--- config.mk ---
export PLATFORM = sky130hd
export DESIGN_NAME = lsu_remote_req_queue
export DESIGN_NICKNAME = d
export VERILOG_FILES = /design/src/rtl/lsu_remote_req_queue_pkg.sv /design/src/rtl/lsu_credit_counter.sv /design/src/rtl/lsu_remote_req_queue.sv
export SDC_FILE = /design/constraint.sdc
export NUM_CORES = 1
export LEC_CHECK = 0
export ABC_AREA = 1
export CAP_MARGIN = 10
export CELL_PAD_IN_SITES_DETAIL_PLACEMENT = 1
export CELL_PAD_IN_SITES_GLOBAL_PLACEMENT = 1
export CORE_MARGIN = 2
export CORE_UTILIZATION = 43
export DETAILED_ROUTE_END_ITERATION = 12
export GPL_TIMING_DRIVEN = 0
export HOLD_SLACK_MARGIN = 0.06
export PLACE_DENSITY_LB_ADDON = 0.1
export SLEW_MARGIN = 30
export SYNTH_ARGS = -nofsm -noshare
export SYNTH_HDL_FRONTEND = slang
export SYNTH_SLANG_ARGS = --single-unit
--- constraint.sdc ---
create_clock -name clk_i -period 7.95 [get_ports clk_i]
set_clock_uncertainty 0.05 [all_clocks]
set_input_delay 2.385 -clock clk_i [delete_from_list [all_inputs] [get_ports clk_i]]
set_output_delay 2.385 -clock clk_i [all_outputs]
set_load 0.01 [all_outputs]
--- src/rtl/lsu_remote_req_queue_pkg.sv ---
// Shared types and default sizing for the LSU remote-request path.
//
// Contents:
//   remote_req_s            request as issued by the LSU toward the network TX endpoint
//   lsu_remote_req_els_gp   default queue depth
//   lsu_max_out_credits_gp  default limit on queued + in-flight requests
package lsu_remote_req_queue_pkg;

  localparam int unsigned lsu_remote_req_els_gp  = 2;
  localparam int unsigned lsu_max_out_credits_gp = 32;

  typedef struct packed {
    logic        write_not_read;
    logic        is_amo_op;
    logic [3:0]  amo_type;
    logic [3:0]  mask;
    logic [4:0]  reg_id;
    logic [31:0] payload;
    logic [31:0] addr;
  } remote_req_s;

endpackage

--- src/rtl/lsu_credit_counter.sv ---
// Up/down counter for outstanding-request tracking.
//
// Ports:
//   clk_i      clock
//   reset_n_i  asynchronous active-low reset, clears the count
//   inc_i      add one this cycle
//   dec_i      subtract one this cycle (inc_i & dec_i together cancel)
//   count_o    current count (registered)
module lsu_credit_counter #(
  parameter int unsigned Width = 6
) (
  input  logic             clk_i,
  input  logic             reset_n_i,
  input  logic             inc_i,
  input  logic             dec_i,
  output logic [Width-1:0] count_o
);

  logic [Width-1:0] count_d, count_q;

  always_comb begin
    count_d = count_q;
    unique case ({inc_i, dec_i})
      2'b10:   count_d = count_q + Width'(1);
      2'b01:   count_d = count_q - Width'(1);
      default: count_d = count_q;
    endcase
  end

  always_ff @(posedge clk_i or negedge reset_n_i) begin
    if (!reset_n_i) begin
      count_q <= '0;
    end else begin
      count_q <= count_d;
    end
  end

  assign count_o = count_q;

endmodule

--- src/rtl/lsu_remote_req_queue.sv ---
// FIFO between the LSU and the network TX endpoint with an outstanding-request credit limit.
//
// Ports:
//   clk_i               clock
//   reset_n_i           asynchronous active-low reset
//   remote_req_i        request from the LSU
//   remote_req_v_i      request valid
//   remote_req_ready_o  queue can accept (registered-state only; EXE stall source)
//   remote_req_o        head-of-queue request
//   remote_req_v_o      head valid
//   remote_req_yumi_i   TX consumed the head this cycle
//   credit_return_i     one response returned from the network
//   out_credits_used_o  queued + issued-but-unanswered requests
//   all_idle_o          nothing queued and nothing outstanding
module lsu_remote_req_queue
  import lsu_remote_req_queue_pkg::*;
#(
  parameter int unsigned els_p             = lsu_remote_req_els_gp,
  parameter int unsigned max_out_credits_p = lsu_max_out_credits_gp,
  localparam int unsigned credit_w_lp      = $clog2(max_out_credits_p + 1)
) (
  input  logic                   clk_i,
  input  logic                   reset_n_i,
  input  remote_req_s            remote_req_i,
  input  logic                   remote_req_v_i,
  output logic                   remote_req_ready_o,
  output remote_req_s            remote_req_o,
  output logic                   remote_req_v_o,
  input  logic                   remote_req_yumi_i,
  input  logic                   credit_return_i,
  output logic [credit_w_lp-1:0] out_credits_used_o,
  output logic                   all_idle_o
);

  localparam int unsigned PtrW = $clog2(els_p);
  localparam int unsigned CntW = $clog2(els_p + 1);
  // One spare bit so count + outstanding cannot wrap before the compare.
  localparam int unsigned SumW = ((CntW > credit_w_lp) ? CntW : credit_w_lp) + 1;

  remote_req_s mem_q [els_p];

  logic [PtrW-1:0]        wr_ptr_d, wr_ptr_q;
  logic [PtrW-1:0]        rd_ptr_d, rd_ptr_q;
  logic [CntW-1:0]        count_d, count_q;
  logic [credit_w_lp-1:0] outstanding;
  logic [SumW-1:0]        used_sum;
  logic                   enq, deq;

  assign enq = remote_req_v_i & remote_req_ready_o;
  assign deq = remote_req_yumi_i;

  assign used_sum = SumW'(count_q) + SumW'(outstanding);

  assign remote_req_ready_o = (count_q != CntW'(els_p)) &&
                              (used_sum < SumW'(max_out_credits_p));
  assign remote_req_v_o     = (count_q != '0);
  assign remote_req_o       = mem_q[rd_ptr_q];
  assign out_credits_used_o = credit_w_lp'(used_sum);
  assign all_idle_o         = (count_q == '0) && (outstanding == '0);

  // Pointers are log2(els_p) wide so the increment wraps on its own.
  always_comb begin
    wr_ptr_d = wr_ptr_q;
    rd_ptr_d = rd_ptr_q;
    count_d  = count_q;
    if (enq) begin
      wr_ptr_d = wr_ptr_q + PtrW'(1);
    end
    if (deq) begin
      rd_ptr_d = rd_ptr_q + PtrW'(1);
    end
    unique case ({enq, deq})
      2'b10:   count_d = count_q + CntW'(1);
      2'b01:   count_d = count_q - CntW'(1);
      default: count_d = count_q;
    endcase
  end

  always_ff @(posedge clk_i or negedge reset_n_i) begin
    if (!reset_n_i) begin
      wr_ptr_q <= '0;
      rd_ptr_q <= '0;
      count_q  <= '0;
    end else begin
      wr_ptr_q <= wr_ptr_d;
      rd_ptr_q <= rd_ptr_d;
      count_q  <= count_d;
    end
  end

  // Storage needs no reset; count_q alone decides which entries are live.
  always_ff @(posedge clk_i) begin
    if (enq) begin
      mem_q[wr_ptr_q] <= remote_req_i;
    end
  end

  // A dequeued request becomes outstanding until its response returns.
  lsu_credit_counter #(
    .Width (credit_w_lp)
  ) u_out_cnt (
    .clk_i     (clk_i),
    .reset_n_i (reset_n_i),
    .inc_i     (deq),
    .dec_i     (credit_return_i),
    .count_o   (outstanding)
  );

`ifndef SYNTHESIS
  always @(negedge clk_i) begin
    if (reset_n_i) begin
      assert (!(remote_req_yumi_i && !remote_req_v_o))
        else $error("lsu_remote_req_queue: yumi while head not valid");
      assert (!(credit_return_i && (outstanding == '0) && !remote_req_yumi_i))
        else $error("lsu_remote_req_queue: credit return with nothing outstanding");
      assert (!(remote_req_v_i && remote_req_ready_o && (count_q == CntW'(els_p))))
        else $error("lsu_remote_req_queue: enqueue while full");
      assert (!(remote_req_yumi_i && !credit_return_i &&
                (outstanding == credit_w_lp'(max_out_credits_p))))
        else $error("lsu_remote_req_queue: outstanding counter overflow");
    end
  end
`endif

endmodule

==> metrics.yaml <==
status: "finished clean"
cp.required_ns: 5.52
vias_per_cell: 4.877
die_width_um: 127.5
syn_nets: 453
cts_tree: "yes"
worst_pin_slew_ns: 0.5254
gp_congestion: 0.8050
grt_pass1_vias: 4057
worst_setup_path_start_kind: "flop"
max_slew_margin_pct: 64.87
grt_start_max_net_pins: 41
cts_buffers: 17
first_iter_violations: 159
ys_warn_count: 0
hold_buffers: 0
nFillCells: 1379
r2r-start: "count_q[0]$_DFFE_PN0P_"
root_buffer: "clkbuf_16"
drcViolationCount: 0
use_met2_pct: 30.10
cts_sinks: 168
ff2ff_setup_slack_ns: 5.39
drt-total-wl_um: 13780
insertedDiodeCount: 0
clock_latency_ns: 0.44
cts_setup_buffers: 0
critPathCaptureType: "output pin"
hold_violations: 0
nets: 648
hold_path.class: "flop to flop"
overflow: 0
synthTopCellsByArea: "edfxtp_1 72%, mux2_2 14%, dfrtp_1 3.8%"
port_buffers: 171
crit_type: "flop to output pin"
dpl.cell_count: 723
layout_commonest_cell: "clkdlybuf4s50_1"
use_met1_pct: 21.18
layout-drive-gt1-share_pct: 23.46
p_int_w: 0.002391
hold_start: "wr_ptr_q$_DFFE_PN0P_"
cap_violations: 0
clockBufferDepth: 2
synth.avg_cell_area_um2: 18.26
initial_core_util_pct: 43.60
synth-seq-area-share_pct: 76.21
fmax_ghz: 0.2045
drtPass1Iterations: 4
syn_area_mm2: 0.006554
power_leakage_nw: 3.284
grt-busiest-layer: "met2"
sw_frac_of_total_pct: 29.98
holdPathStages: 2
yosysTopAreaCell: "edfxtp_1"
r2r_cells: 11
cp_max_fo: 5
rsz0062_at_grt: "false"
core_mm2: 0.01503
via_count: 3682
clockPowerShare_pct: 24.2
antenna_found_initial: 0
switchingPower_w: 0.001024
use_met3_pct: 6.072
power_w: 0.003415
yosys_register_bits: 168
min_period_over_period_pct: 61.50
crit_path_start: "count_q[0]$_DFFE_PN0P_"
synth.top_cell.area_share_pct: 72.39
rows: 45
comb_power_share_pct: 38.8
seqPwrFrac_pct: 37.1
ctsResizeCount: 0
final_cell_mix: "171 x clkdlybuf4s50_1, 158 x edfxtp_1, 79 x mux2_2, 30 x nand2_1, 22 x inv_1"
slew_violations: 0
fin_crit_ns: 4.889
die_area_mm2: 0.01624
timing.rr.end: "mem_q[1][68]$_DFFE_PP_"
htreeDepth: 4
gr-usage-all-layers_pct: 17.86
hpwl_um: 9547
synth_cell_types: 24
min_to: "wr_ptr_q$_DFFE_PN0P_"
grt_pass1_wl_um: 21600
path_clk_slew_ns: 0.07
timing.hold.ws_ns: 0.4543
syn_to_final_growth_pct: 40.72
ioPinCount: 172
die_h_um: 127.5
worstPathArrival_ns: 2.45
p_per_area_mw_per_mm2: 370.2
wire_per_inst_um: 18.25
peakVddDrop_mv: 0.2206
postSynthCellCount: 359
setup_viol: 0
ant_nets: 0
final_cells: 755
[how the worst max path moves through the flow]
stage	cells after the start	to	slack, ns
final	6	out_credits_used_o[4]	3.06
after global routing	6	out_credits_used_o[4]	2.95
after CTS	6	out_credits_used_o[4]	3.02
after detailed placement	13	u_out_cnt.count_o[4]$_DFFE_PN0P_	3.42
after global placement	3	mem_q[1][18]$_DFFE_PP_	-0.94
after floorplan	2	mem_q[1][0]$_DFFE_PP_	1.61
[per-layer routing]
layer / share of wire, % / wire [um]
met2: 52 / 7172
met4: 1.5 / 204
met1: 39 / 5440
met3: 7.0 / 960
met5: 0 / 0
[area by class of cell]
cell class | count | area, um2 | share of cell area (%)
Timing Repair Buffer | 176 | 1829 | 19.83
Multi-Input combinational cell | 158 | 1379 | 14.95
Clock inverter | 15 | 166.4 | 1.804
Buffer | 9 | 97.59 | 1.058
Sequential cell | 168 | 4995 | 54.16
Clock buffer | 17 | 425.4 | 4.613
Inverter | 24 | 95.09 | 1.031
Tap cell | 188 | 235.2 | 2.551
[kinds of logic (layout without fill, tap and decap cells)]
family          after synthesis  after routing  share of synthesized area [%]
fa+ha+maj                    10             10                          2.138
simple gates                 55             55                          3.723
buf+inv                      33            241                          2.864
mux                          79             79                          13.57
xor+xnor                      7              7                         0.9355
flops                       168            168                          76.21
compound gates                7              7                         0.5536
[metrics by stage]
| step | utilization, % | cell area (um2) | setup TNS (ns) | setup slack, ns |
|---|---|---|---|---|
| after global routing | 61.35 | 9223 | 0 | 2.949 |
| after detailed placement | 57.41 | 8631 | 0 | 3.423 |
| after floorplan | - | 6554 | 0 | 1.612 |
| after CTS | 61.35 | 9223 | 0 | 3.025 |
| final | 61.35 | 9223 | 0 | 3.061 |
| after global placement | 56.55 | 8501 | -73.77 | -0.9361 |
[Yosys cell counts, drive strengths merged]
| master | number |
|---|---|
| xnor2 | 3 |
| edfxtp | 158 |
| nor3 | 1 |
| inv | 24 |
| xor2 | 4 |
| nand2 | 33 |
| ha | 8 |
| nor4 | 1 |
| nand4 | 3 |
| dfrtp | 10 |
| mux2 | 79 |
| o22ai | 1 |
| nor2 | 12 |
| nand3 | 4 |
| a21oi | 3 |
| buf | 9 |
| fa | 2 |
| nand3b | 1 |
| o21ai | 3 |
[registers in the layout (all words and copies together) (netlist names)]
register	cells
count_q	2
mem_q	158
rd_ptr_q	1
u_out_cnt.count_o	6
wr_ptr_q	1
[power by group through the flow]
stage,clock network [W],registers [W],logic [W]
4_1_cts,0.000845,0.00127,0.00135
2_1_floorplan,0,0.00128,0.000682
3_5_place_dp,0,0.00129,0.00133
3_3_place_gp,0,0.00131,0.00127
5_1_grt,0.000880,0.00129,0.00142
6_report,0.000826,0.00127,0.00132
[critical path: stages, from the launching register on]
cell             delay (ns)
dfrtp_1                0.43
ha_1                   0.20
inv_1                  0.05
fa_1                   0.42
nor2_2                 0.18
xor2_1                 0.18
clkdlybuf4s50_1        0.55
Power figures use the tool's default switching activity.
